$ cat src/rtl/pic_pkg.sv
// Shared types and helpers for the 8259 acknowledge/EOI sequencer.
package pic_pkg;

  typedef enum logic [2:0] {
    IDLE,
    PENDING,
    ACK1,
    WAIT2,
    ACK2
  } pic_state_t;

  // OCW2 {R, SL, EOI} command codes
  localparam logic [2:0] NS_EOI       = 3'b001;
  localparam logic [2:0] S_EOI        = 3'b011;
  localparam logic [2:0] ROT_NS_EOI   = 3'b101;
  localparam logic [2:0] ROT_S_EOI    = 3'b111;
  localparam logic [2:0] SET_PRI      = 3'b110;
  localparam logic [2:0] SET_ROT_AEOI = 3'b100;
  localparam logic [2:0] CLR_ROT_AEOI = 3'b000;

  function automatic logic [2:0] onehot_to_index(input logic [7:0] oh);
    logic [2:0] idx;
    idx = '0;
    for (int unsigned i = 0; i < 8; i++) begin
      if (oh[i]) idx = i[2:0];
    end
    return idx;
  endfunction

endpackage

$ cat src/rtl/pic_ocw2_decoder.sv
// Combinational OCW2 decode into EOI mask, rotation and rotate-on-AEOI controls.
module pic_ocw2_decoder
  import pic_pkg::*;
(
  input  logic [7:0] ocw2_data,
  input  logic [7:0] highest_level_in_service,
  output logic [7:0] eoi_mask,
  output logic       rot_en,
  output logic [2:0] rot_level,
  output logic       set_rot_aeoi,
  output logic       clr_rot_aeoi
);

  logic [2:0] cmd;
  logic [2:0] lvl;
  logic       unused_bits;

  assign cmd         = ocw2_data[7:5];
  assign lvl         = ocw2_data[2:0];
  assign unused_bits = ^ocw2_data[4:3];

  always_comb begin
    eoi_mask     = '0;
    rot_en       = 1'b0;
    rot_level    = lvl;
    set_rot_aeoi = 1'b0;
    clr_rot_aeoi = 1'b0;
    case (cmd)
      NS_EOI: eoi_mask = highest_level_in_service;
      S_EOI:  eoi_mask = 8'b1 << lvl;
      ROT_NS_EOI: begin
        eoi_mask  = highest_level_in_service;
        // an empty ISR leaves the rotation untouched
        rot_en    = |highest_level_in_service;
        rot_level = onehot_to_index(highest_level_in_service);
      end
      ROT_S_EOI: begin
        eoi_mask = 8'b1 << lvl;
        rot_en   = 1'b1;
      end
      SET_PRI:      rot_en       = 1'b1;
      SET_ROT_AEOI: set_rot_aeoi = 1'b1;
      CLR_ROT_AEOI: clr_rot_aeoi = 1'b1;
      default: ;
    endcase
  end

endmodule

$ cat src/rtl/pic_ack_sequencer.sv
// 8259 INT/INTA handshake, vector drive, OCW2 EOI/rotation and automatic EOI.
module pic_ack_sequencer
  import pic_pkg::*;
#(
  parameter int VEC_LSB_W = 3
) (
  input  logic       clk,
  input  logic       rst,
  input  logic [7:0] highest_request,
  input  logic       inta_n,
  input  logic [4:0] vector_base,
  input  logic       aeoi,
  input  logic       ocw2_write,
  input  logic [7:0] ocw2_data,
  input  logic [7:0] highest_level_in_service,
  output logic       int_out,
  output logic [7:0] interrupt,
  output logic [7:0] end_of_interrupt,
  output logic [2:0] priority_rotate,
  output logic [7:0] data_out,
  output logic       data_out_en
);

  pic_state_t state, state_nx;
  logic       inta_n_d;
  logic       rotate_aeoi, rotate_aeoi_nx;
  logic [7:0] captured, captured_nx;
  logic       spurious, spurious_nx;
  logic       int_nx, data_out_en_nx;
  logic [7:0] interrupt_nx, eoi_nx, data_out_nx;
  logic [2:0] rotate_nx;
  logic       fall, rise;

  logic [7:0] dec_eoi;
  logic       dec_rot_en, dec_set_rae, dec_clr_rae;
  logic [2:0] dec_rot_level;

  logic [7:0] aeoi_mask;
  logic       aeoi_rot_en;

  assign fall = inta_n_d & ~inta_n;
  assign rise = ~inta_n_d & inta_n;

  pic_ocw2_decoder u_ocw2 (
    .ocw2_data                (ocw2_data),
    .highest_level_in_service (highest_level_in_service),
    .eoi_mask                 (dec_eoi),
    .rot_en                   (dec_rot_en),
    .rot_level                (dec_rot_level),
    .set_rot_aeoi             (dec_set_rae),
    .clr_rot_aeoi             (dec_clr_rae)
  );

  always_comb begin
    state_nx       = state;
    int_nx         = int_out;
    interrupt_nx   = '0;
    data_out_nx    = data_out;
    data_out_en_nx = data_out_en;
    captured_nx    = captured;
    spurious_nx    = spurious;
    aeoi_mask      = '0;
    aeoi_rot_en    = 1'b0;
    case (state)
      IDLE: begin
        if (|highest_request) begin
          state_nx = PENDING;
          int_nx   = 1'b1;
        end
      end
      PENDING: begin
        if (fall) begin
          state_nx = ACK1;
          int_nx   = 1'b0;
          if (|highest_request) begin
            captured_nx  = highest_request;
            spurious_nx  = 1'b0;
            interrupt_nx = highest_request;
          end else begin
            captured_nx = 8'b1000_0000;
            spurious_nx = 1'b1;
          end
        end
      end
      ACK1: begin
        if (rise) state_nx = WAIT2;
      end
      WAIT2: begin
        if (fall) begin
          state_nx       = ACK2;
          data_out_nx    = {vector_base, VEC_LSB_W'(onehot_to_index(captured))};
          data_out_en_nx = 1'b1;
        end
      end
      ACK2: begin
        if (rise) begin
          state_nx       = IDLE;
          data_out_en_nx = 1'b0;
          if (aeoi && !spurious) begin
            aeoi_mask   = captured;
            aeoi_rot_en = rotate_aeoi;
          end
        end
      end
      default: state_nx = IDLE;
    endcase
  end

  // OCW2 and AEOI can land together: EOI masks merge, OCW2 rotation takes precedence
  always_comb begin
    eoi_nx         = aeoi_mask;
    rotate_nx      = priority_rotate;
    rotate_aeoi_nx = rotate_aeoi;
    if (aeoi_rot_en) rotate_nx = onehot_to_index(captured);
    if (ocw2_write) begin
      eoi_nx = eoi_nx | dec_eoi;
      if (dec_rot_en)  rotate_nx      = dec_rot_level;
      if (dec_set_rae) rotate_aeoi_nx = 1'b1;
      if (dec_clr_rae) rotate_aeoi_nx = 1'b0;
    end
  end

  always_ff @(posedge clk or posedge rst) begin
    if (rst) begin
      state            <= IDLE;
      inta_n_d         <= 1'b1;
      int_out          <= 1'b0;
      interrupt        <= '0;
      end_of_interrupt <= '0;
      priority_rotate  <= 3'b111;
      data_out         <= '0;
      data_out_en      <= 1'b0;
      rotate_aeoi      <= 1'b0;
      captured         <= '0;
      spurious         <= 1'b0;
    end else begin
      state            <= state_nx;
      inta_n_d         <= inta_n;
      int_out          <= int_nx;
      interrupt        <= interrupt_nx;
      end_of_interrupt <= eoi_nx;
      priority_rotate  <= rotate_nx;
      data_out         <= data_out_nx;
      data_out_en      <= data_out_en_nx;
      rotate_aeoi      <= rotate_aeoi_nx;
      captured         <= captured_nx;
      spurious         <= spurious_nx;
    end
  end

endmodule

$ cat config.mk
export PLATFORM = sky130hd
export DESIGN_NAME = pic_ack_sequencer
export DESIGN_NICKNAME = d
export VERILOG_FILES = /design/src/rtl/pic_pkg.sv /design/src/rtl/pic_ocw2_decoder.sv /design/src/rtl/pic_ack_sequencer.sv
export SDC_FILE = /design/constraint.sdc
export NUM_CORES = 1
export LEC_CHECK = 0
export CAP_MARGIN = 10
export CORE_MARGIN = 1.5
export CORE_UTILIZATION = 49
export DETAILED_ROUTE_END_ITERATION = 7
export HOLD_SLACK_MARGIN = 0.05
export PLACE_DENSITY = 0.85
export SYNTH_ARGS = -nofsm -noshare
export SYNTH_HDL_FRONTEND = slang
export SYNTH_SLANG_ARGS = --single-unit
$ cat constraint.sdc
create_clock -name clk -period 4.06 [get_ports clk]
set_input_delay 1.218 -clock clk [delete_from_list [all_inputs] [get_ports clk]]
set_output_delay 1.218 -clock clk [all_outputs]
set_load 0.01 [all_outputs]
Word level (Yosys, flattened, before mapping)
Index checks and enable logic that the tools add are counted.
{ "totals": {"register_bits": 43, "out_inout_bits": 29, "inputBits": 34} }
{ "op_classes": {"bitwise_logic": 5, "n_reduce_logical": 18, "n_eq_ne": 15, "shift": 1, "mux": 48} }
{ "ops": {"columns": ["operator", "count"], "rows": [
  ["$mux 8", 8],
  ["$mux 3", 19],
  ["$pmux 8 s2", 1],
  ["$reduce_or 8->1", 2],
  ["$eq 3x3->1 const B", 5],
  ["$pmux 3 s5", 1],
  ["$mux 1", 14],
  ["$ne 2x2->1 const B", 5],
  ["$eq 3x2->1 const B", 3],
  ["$or 8x8->8", 1],
  ["$shl 1x3->8 const A", 1],
  ["$eq 3x1->1 const B", 2],
  ["$logic_not 3->1", 2],
  ["$pmux 1 s2", 3],
  ["$reduce_and 2->1", 3],
  ["$reduce_and 3->1", 2],
  ["$reduce_bool 2->1", 3],
  ["$reduce_or 2->1", 3],
  ["$reduce_and 5->1", 1],
  ["$mux 2", 2],
  ["$and 1x1->1", 2],
  ["$not 1->1", 2],
  ["$logic_and 1x1->1", 1],
  ["$logic_not 1->1", 1]
]} }

Longest topological paths before layout
Gate-level depths: netlist (run 1).
{ "depth": {"word_depth": 10, "ltp_mapped": 6, "ltp_nobuf": 5} }

Modules after synthesis
A second synthesis (run 1) with hierarchy kept.
{ "hier_totals": {"hier_cells": 181, "area_unflattened_um2": 2020.7} }
{ "by_module_without_submodules": {"columns": ["module", "area_per_inst_um2", "cells_each", "instances"], "rows": [
  ["pic_ack_sequencer", 1742.9, 133, 1],
  ["pic_ocw2_decoder", 277.8, 48, 1]
]} }

Least setup slack after synthesis (run 1)
No wires, ideal clock.
{ "synth_path": {"path_kind": "in2reg", "startpoint": "input inta_n", "endpoint": "register priority_rotate[1]", "slack_ps": 1476, "arrival_time_ps": 2508, "cell_stages": 5, "n_path_buf": 0, "cell_sequence": "or2b_1 nor4_4 and2_4 mux2_2 mux2i_1"} }
{ "synth_via": {"elab_chain_len": 6} }
{ "synth_lines": {"columns": ["element", "line_no", "text"], "rows": [
  ["from (decl)", "pic_ack_sequencer.sv:10", "input logic inta_n,"],
  ["$and 1x1->1 (*)", "pic_ack_sequencer.sv:42", "assign rise = ~inta_n_d & inta_n;"],
  ["$mux 1 (*)", "pic_ack_sequencer.sv:96", "if (rise) begin"],
  ["$mux 1 (*)", "pic_ack_sequencer.sv:64", "case (state)"],
  ["$mux 3 (*)", "pic_ack_sequencer.sv:114", "if (aeoi_rot_en) rotate_nx = onehot_to_index(captured);"],
  ["$mux 3", "pic_ack_sequencer.sv:117", "if (dec_rot_en) rotate_nx = dec_rot_level;"],
  ["$mux 3 (*)", "pic_ack_sequencer.sv:115", "if (ocw2_write) begin"],
  ["net rotate_nx[1]", "pic_ack_sequencer.sv:31", "logic [2:0] rotate_nx;"],
  ["to (signal assigned)", "pic_ack_sequencer.sv:142", "priority_rotate <= rotate_nx;"],
  ["to (decl)", "pic_ack_sequencer.sv:19", "output logic [2:0] priority_rotate,"]
]} }
Mark *: on every way through the listed nets, which the timed path passes. The rest lies on a longest branch.
A chain may end at the register's enable or synchronous reset.

Final worst setup path (run 1)
Ends and elaborated chain as after synthesis.

==> impl_results.md, run 1 <==
- Status: complete, no violations
- Post-synth EDFFs: 0
- I/O pin total: 63
- Gr ovfl total: 0
- Max-cap violations: 0
- Initial DRC Count: 61
- Clk sink count: 43
- Horiz. Die Dim: 65.30 microns
- First drt pass iteration count: 4
- Asr flop ratio synth: 1.000
- Initial antenna violation count: 0
- Final Non-Filler Cells: 291
- Num CTS Buffers: 5
- Maximum vdd drop: 321.3 uV
- CTS clk-pin slew, worst paths: 0.08 ns
- Antenna cells: 0
- Setup TNS: 0 ns
- Nets: 276
- Final Wtd Congestion: 0.8170
- Ys Warns: 0
- Pins Over Slew Limit: 0
- Routed wire length: 3.994 mm
- Global-route wire length before repair: 6.596 mm
- Hold WS: 0.4985 ns
- Setup WS pre-CTS: 0.7397 ns
- Yosys top cell area share: 0.5132
- GR Util All Layers: 0.2055
- Ys flop type: dfrtp_1
- Slew Limit Headroom: 0.6200
- Mapped Area: 1902 sq um
- Critical Path End Type: register
- Yosys reg bits: 43
- Final worst setup slack: 1.035 ns
- Vias in the first global route: 1,461
- RSZ-0062 raised after global routing: no
- Lkg Pwr: 0.001141 uW
- Arrival time at the worst endpoint: 3.25 ns
- WL/cell: 13.73 microns
- Pwr per Cell Area: 522.8 nW/um^2
- Clock skew: 0.004393 ns
- Largest net degree at the start of global routing: 44
- Measured slew at the worst slew-check pin: 0.5658 ns
- Seq/Total Area, Yosys: 0.5684
- Initial Util: 0.5156
- Vias/cell: 5.271
- Final setup viols: 0
- Critical path type: input pin to register
- Row Count: 22
- Post-CTS Hold Fix Bufs: 0
- Crit-path max FO: 10
- Port Buffers: 60
- Worst-Skew Late Latency: 0.30 ns
- Fin area: 2683 sq um
- Syn_nets: 210
- CTS resizes: 0
- Mean post-synth cell area: 10.81 sq um
- H-tree depth: 2
- Hpwl dp: 2.911 mm
- Worst path required time: 4.29 ns
- Clock buffer depth: 2
- Final Hold Vio Count: 0
- Mapped Cells: 176
- Worst hold path type: register to register
- Post-synth top area cell: dfrtp_1
- Cell Area, Placed: 2565 sq um
- Die Span Y: 65.30 microns
- Synth area leaders: dfrtp_1 51%, mux2_2 7.7%, dfstp_2 5.5%
- Die area: 4264 sq um
- Unique cell type count in the Yosys netlist: 34
- Cells after DPL: 283
- DRC errors left: 0
- Number of routed nets with antenna violations: 0
- Post-CTS setup buffers: 0
- Fin crit period: 3.025 ns
- Clock root cell: clkbuf_8
- Synthesis-to-finish area growth: 41.05%
- Period Utilization, post-route: 0.7451
- Max Clk Rate: 330.6 MHz
- CTS tree: built
- Core ar.: 3689 sq um
- Vias after detailed routing: 1,534
- CP startpoint kind: input pin
- Layout cells sized above 1: 0.1276
[cell usage in the layout, fill, tap and decap left out, drive strengths merged, types with 3 or more instances in the layout]
master / n
nor2: 12
mux2i: 6
clkbuf: 6
nor2b: 4
clkdlybuf4s50: 60
a22oi: 4
and3: 3
nand2: 19
nor4: 6
dfrtp: 39
dfstp: 4
inv: 9
and2: 9
a21oi: 12
o21ai: 13
o21bai: 3
mux2: 13
[cells by family after synthesis]
logic type	share of synthesized area
compound gates	0.1171
xor+xnor	0.004606
buf+inv	0.02631
flops	0.5684
mux	0.1086
simple gates	0.1750
[per-layer routing]
layer	part of all wire	wire length, microns	up-vias	global-route usage
met5	0	0	-	0
met4	0.014	57	0	0.07031
met3	0.075	300	7	0.06336
met2	0.49	1970	63	0.3355
met1	0.42	1666	720	0.2596
li1	-	-	744	-
[flip-flops by register name (all words and copies together) (netlist names)]
register          flops
captured              8
data_out              8
end_of_interrupt      8
interrupt             8
priority_rotate       3
state                 3
data_out_en           1
int_out               1
inta_n_d              1
rotate_aeoi           1
spurious              1
[synthesized netlist by cell type (5+ instances only)]
master   count
nand2_1     19
nor2_1      12
o21ai_0     13
inv_1        9
mux2_2      13
dfrtp_1     39
mux2i_1      6
and2_1       8
nor4_1       5
a21oi_1     12
[final timing paths]
check	startpoint	endpoint	slack (ns)	depth (start not counted)
worst max-delay path	inta_n	priority_rotate[1]	1.03	6
worst min-delay path	captured[0]	end_of_interrupt[0]	0.50	2
worst max register to register	state[1]	priority_rotate[1]	1.96	5
worst min register to register	captured[0]	end_of_interrupt[0]	0.50	2
max in group asynchronous	rst	priority_rotate[0]	2.34	3
min in group asynchronous	rst	state[2]	1.35	3
[power breakdown]
group          switching [uW]  total, uW  leakage, uW  internal [uW]
Sequential               91.6        644     0.000535            552
Clock                     145        344    0.0000612            199
Combinational             168        414     0.000545            246
[critical path: stages]
cell and delay, ns:
clkdlybuf4s50_1 0.51, or2b_1 0.29, nor4_4 0.51, and2_4 0.26
mux2_2 0.32, mux2i_1 0.14
[per-stage QoR]
stage,util,power (uW)
floorplan,-,849.9
global placement,0.6954,1052
detailed placement,0.6954,1072
CTS,0.7273,1415
global route,0.7273,1486
finish,0.7273,1402
[area by class of cell]
| class | instances | area, sq um |
|---|---|---|
| Clock buffer | 6 | 82.58 |
| Clock inverter | 2 | 35.03 |
| Fill cell | 283 | 1006 |
| Inverter | 10 | 37.54 |
| Multi-Input combinational cell | 120 | 770.7 |
| Sequential cell | 43 | 1081 |
| Tap cell | 48 | 60.06 |
| Timing Repair Buffer | 62 | 615.6 |
Note: power is estimated with default switching activity, not from simulation.
==> inputs of run 2 (changes only) <==
CORE_UTILIZATION = 45   (was 49)
PLACE_DENSITY = 0.79   (was 0.85)
clock period = 3 ns   (was 4.06 ns; I/O delays follow)
==> run 2 against run 1 <==
- critical path depth unchanged
- worst hold slack got worse by 0.0089 ns
- sequential share of layout area shrank 0.075 points
- non-clock buffer count is 1 higher
- sequential cell count is the same
- first-iteration DRC count grew 62%
- final cell count up 1.0%
- clock power is 29% higher
- wire length increased by 2.3%
- die area increased by 8.5%
==> impl_results.md, run 2 (synthesized netlist as in run 1, its figures left out) <==
- Final setup viols: 0
- CP startpoint kind: input pin
- Final Wtd Congestion: 0.9174
- Hpwl dp: 2.952 mm
- Max Clk Rate: 414.7 MHz
- Core ar.: 4029 sq um
- GR Util All Layers: 0.1918
- Final Hold Vio Count: 0
- Clock buffer depth: 2
- Worst-path cell chain: clkdlybuf4s50_1 > or2b_1 > nor4_4 > and2_4 > mux2_2 > mux2i_1
- DRC errors left: 0
- First drt pass iteration count: 4
- Clock skew: 0.006389 ns
- Measured slew at the worst slew-check pin: 0.5271 ns
- Status: complete, no violations
- CP peak stage delay: 0.52 ns
- CTS resizes: 0
- Gr ovfl total: 0
- CTS clk-pin slew, worst paths: 0.08 ns
- Arrival time at the worst endpoint: 2.63 ns
- Crit-path max FO: 5
- Lkg Pwr: 0.001144 uW
- Synthesis-to-finish area growth: 41.32%
- Worst hold path type: register to register
- Critical Path End Type: register
- Post-CTS Hold Fix Bufs: 0
- Global-route wire length before repair: 6.499 mm
- Hold path start: captured[0]
- Initial antenna violation count: 0
- Number of routed nets with antenna violations: 0
- Metal3 WL: 279 microns
- Crit path max-delay family: simple AND/OR/NAND/NOR gates
- Die Span Y: 68.01 microns
- Vias after detailed routing: 1,514
- Worst path slowest cell: clkdlybuf4s50_1
- Nets: 277
- Fin crit period: 2.412 ns
- Period Utilization, post-route: 0.8038
- Vias/cell: 5.150
- Most common cell after layout, fill and taps aside: clkdlybuf4s50_1
- Critical path type: input pin to register
- Register-to-Register Path Depth: 5
- RR Endpoint: priority_rotate[1]
- Layout cells sized above 1: 0.1311
- Max-cap violations: 0
- Port Buffers: 60
- Initial DRC Count: 99
- Vias in the first global route: 1,431
- Hold Path End: end_of_interrupt[0]
- Horiz. Die Dim: 68.01 microns
- Post-CTS setup buffers: 0
- R2R Setup Slk: 1.20 ns
- WL/cell: 13.90 microns
- Initial Util: 0.4720
- CTS tree: built
- Worst path required time: 3.22 ns
- Slew Limit Headroom: 0.6486
- I/O pin total: 63
- Largest net degree at the start of global routing: 44
- Maximum vdd drop: 407.9 uV
- Commonest non-fill, non-tap cells in the layout: 60 x clkdlybuf4s50_1, 39 x dfrtp_1, 19 x nand2_1
- Clk sink count: 43
- Die area: 4625 sq um
- Num CTS Buffers: 5
- H-tree depth: 2
- Met2 WL: 1.909 mm
- Routed wire length: 4.087 mm
- Row Count: 23
- Worst r2r src: state[1]
- Pwr per Cell Area: 699.2 nW/um^2
- Met1 WL: 1.879 mm
- Clock root cell: clkbuf_8
- Hold WS: 0.4897 ns
- Top sig layer: met4
- RSZ-0062 raised after global routing: no
- Antenna cells: 0
- Worst-Skew Late Latency: 0.29 ns
- Pins Over Slew Limit: 0
- Hold Path Cell Cnt: 2
- CP bufs+invs: 1
- Setup TNS: 0 ns
-- run 2: worst max path at each step --
stage / from / end / slack [ns] / cells after the start
detailed placement: inta_n / priority_rotate[1] / 0.27 / 6
floorplan: inta_n / priority_rotate[1] / 0.73 / 5
global placement: inta_n / priority_rotate[1] / 0.32 / 6
global route: inta_n / priority_rotate[1] / 0.50 / 6
CTS: inta_n / priority_rotate[1] / 0.58 / 6
finish: inta_n / priority_rotate[1] / 0.59 / 6
-- run 2: report_power, final --
part           internal (uW)  switching [uW]  total (uW)
registers                747             126         873
clock network            248             197         445
logic                    333             228         562
-- run 2: area by class of cell --
| type | instances | area (sq um) |
|---|---|---|
| Clock buffer | 5 | 68.82 |
| Tap cell | 50 | 62.56 |
| Sequential cell | 43 | 1081 |
| Inverter | 10 | 37.54 |
| Clock inverter | 3 | 43.79 |
| Timing Repair Buffer | 63 | 623.1 |
| Multi-Input combinational cell | 120 | 770.7 |
| Fill cell | 307 | 1341 |
-- run 2: tightest hold or removal path, stage by stage, from the launching register on --
cell and delay, ns:
dfrtp_1 0.35, nand2_1 0.05, o21ai_0 0.06
-- run 2: layer usage --
layer,vias up,GRT usage
met3,2,0.06086
met2,54,0.3034
met5,-,0
li1,744,-
met4,0,0.05250
met1,714,0.2540
-- run 2: per-stage QoR --
step / cells / area, sq um / worst slack (ns) / util / power [uW]
floorplan: 176 / 1902 / 0.7345 / - / 1150
global placement: 286 / 2575 / 0.3235 / 0.6391 / 1427
detailed placement: 286 / 2575 / 0.2703 / 0.6391 / 1447
CTS: 294 / 2688 / 0.5772 / 0.6671 / 1901
global route: 294 / 2688 / 0.5045 / 0.6671 / 2005
finish: 294 / 2688 / 0.5885 / 0.6671 / 1879
==> inputs of run 3 (changes only) <==
CORE_UTILIZATION = 41   (was 45)
PLACE_DENSITY = 0.76   (was 0.79)
clock period = 2.2 ns   (was 3 ns; I/O delays follow)
==> run 3 against run 2 <==
- sequential share of layout area decreased by 1.4 points
- die area rose by 9.3%
- count of clock-buffer cells in the layout rose by 2
- sequential power rose by 36%
- critical path depth decreased by 5
- worst setup slack lost 0.40 ns
- largest cell class unchanged
==> impl_results.md, run 3 (synthesized netlist as in run 1, its figures left out) <==
- CP bufs+invs: 1
- Final setup viols: 0
- Met1 WL: 1.852 mm
- Clock buffer depth: 2
- Die area: 5056 sq um
- Hold Path Cell Cnt: 2
- Num CTS Buffers: 5
- Clock root cell: clkbuf_8
- Status: complete, no violations
- Lkg Pwr: 0.001205 uW
- Worst hold path type: register to register
- Vias/cell: 5.124
- CP startpoint kind: register
- Horiz. Die Dim: 71.11 microns
- Worst-path cell chain: clkdlybuf4s50_1
- Critical Path End Type: output pin
- Antenna cells: 0
- Initial antenna violation count: 0
- Synthesis-to-finish area growth: 46.32%
- Cell Area, Placed: 2673 sq um
- I/O pin total: 63
- Clk sink count: 43
- Vias after detailed routing: 1,573
- Clock skew: 0.008263 ns
- Commonest non-fill, non-tap cells in the layout: 59 x clkdlybuf4s50_1, 39 x dfrtp_1, 19 x nand2_1
- CP peak stage delay: 0.53 ns
- Vias in the first global route: 1,653
- Die Span Y: 71.11 microns
- Initial Util: 0.4308
- Hold path start: data_out[2]
- Final Hold Vio Count: 0
- Global-route wire length before repair: 7.431 mm
- Hold Path End: data_out[2]
- Metal3 WL: 264 microns
- Routed wire length: 4.245 mm
- Most common cell after layout, fill and taps aside: clkdlybuf4s50_1
- Largest net degree at the start of global routing: 44
- Hpwl dp: 3.135 mm
- Core ar.: 4414 sq um
- Worst-Skew Late Latency: 0.29 ns
- RSZ-0062 raised after global routing: no
- Critical path type: register to output pin
- Worst path slowest cell: dfstp_2
- Initial DRC Count: 112
- Fin area: 2783 sq um
- Row Count: 24
- Fin crit period: 2.016 ns
- Measured slew at the worst slew-check pin: 0.3805 ns
- Max-cap violations: 0
- Crit path max-delay family: flip-flops
- Register-to-Register Path Depth: 5
- R2R Setup Slk: 0.41 ns
- Post-CTS Hold Fix Bufs: 0
- Slew Limit Headroom: 0.7440
- Crit-path max FO: 2
- CTS clk-pin slew, worst paths: 0.08 ns
- H-tree depth: 2
- RR Endpoint: priority_rotate[1]
- Worst r2r src: state[1]
- CTS tree: built
- Layout cells sized above 1: 0.1725
- Maximum vdd drop: 465.9 uV
- Final Wtd Congestion: 0.7906
- Nets: 288
- WL/cell: 13.83 microns
- Port Buffers: 60
- Period Utilization, post-route: 0.9164
- Pins Over Slew Limit: 0
- DRC errors left: 0
- Gr ovfl total: 0
- Worst path required time: 1.54 ns
- Max Clk Rate: 496.0 MHz
- Number of routed nets with antenna violations: 0
- First drt pass iteration count: 4
- Setup TNS: 0 ns
- Pwr per Cell Area: 913.5 nW/um^2
- Arrival time at the worst endpoint: 1.36 ns
- Top sig layer: met4
- GR Util All Layers: 0.1878
- Met2 WL: 2.040 mm
run 3: changes by cell type in the layout (fill, tap and decap cells not counted):
| cell | previous run | this run |
|---|---|---|
| buf_4 | 3 | 13 |
| clkdlybuf4s50_1 | 60 | 59 |
| clkinvlp_4 | 0 | 1 |
| dlymetal6s2s_1 | 0 | 1 |
| buf_12 | 0 | 1 |
| or2b_1 | 1 | 0 |
| bufinv_16 | 1 | 0 |
| clkinv_4 | 1 | 0 |
| clkinv_2 | 1 | 0 |
| clkbuf_8 | 5 | 7 |
| or2b_4 | 0 | 1 |
run 3: cell type report:
type	count	area [sq um]
well taps	52	65.06
repair buffers	74	720.7
multi-input cells	120	774.5
flip-flops and latches	43	1081
inverters	10	37.54
clock buffers	7	96.34
fillers	391	1632
clock inverters	1	7.507
run 3: worst max-delay path by stage:
stage	start	end	cells past startpoint
after global placement	inta_n	priority_rotate[1]	6
after CTS	inta_n	priority_rotate[1]	6
final	priority_rotate[0]	priority_rotate[0]	1
after floorplan	inta_n	priority_rotate[1]	5
after detailed placement	inta_n	priority_rotate[1]	6
after global routing	priority_rotate[1]	priority_rotate[1]	1
run 3: tightest hold or removal path, stage by stage (launching register included):
cell	delay (ns)
dfrtp_1	0.35
nand2_1	0.05
o21ai_0	0.06
run 3: power by group:
| group | switching (uW) | internal, uW | leakage [uW] |
|---|---|---|---|
| registers | 168 | 1020 | 0.000535 |
| clock network | 263 | 285 | 0.0000505 |
| logic | 322 | 485 | 0.000620 |
| total | 753 | 1790 | 0.00120 |
run 3: what timing repair did:
item	CTS	global route
buffers inserted	0	0
hold endpoints to repair	0	0
resized for setup	0	2
setup endpoints to repair	0	6
run 3: through the flow:
step           power (uW)  setup WS (ns)  instances    util  hold slack (ns)
3_3_place_gp         1983        -0.2200        299  0.6054           0.4596
5_1_grt              2719         0.1432        307  0.6304           0.5242
6_report             2542         0.1839        307  0.6304           0.4895
3_5_place_dp         2014        -0.2359        299  0.6054           0.4748
2_1_floorplan        1569         0.1745        176       -           0.4460
4_1_cts              2576        0.05279        307  0.6290           0.4936
run 3: per-layer routing:
layer  up-vias  global-route usage
met4         0             0.08386
met3         9             0.04416
met2        54              0.3084
met1       747              0.2370
met5         -                   0
li1        763                   -
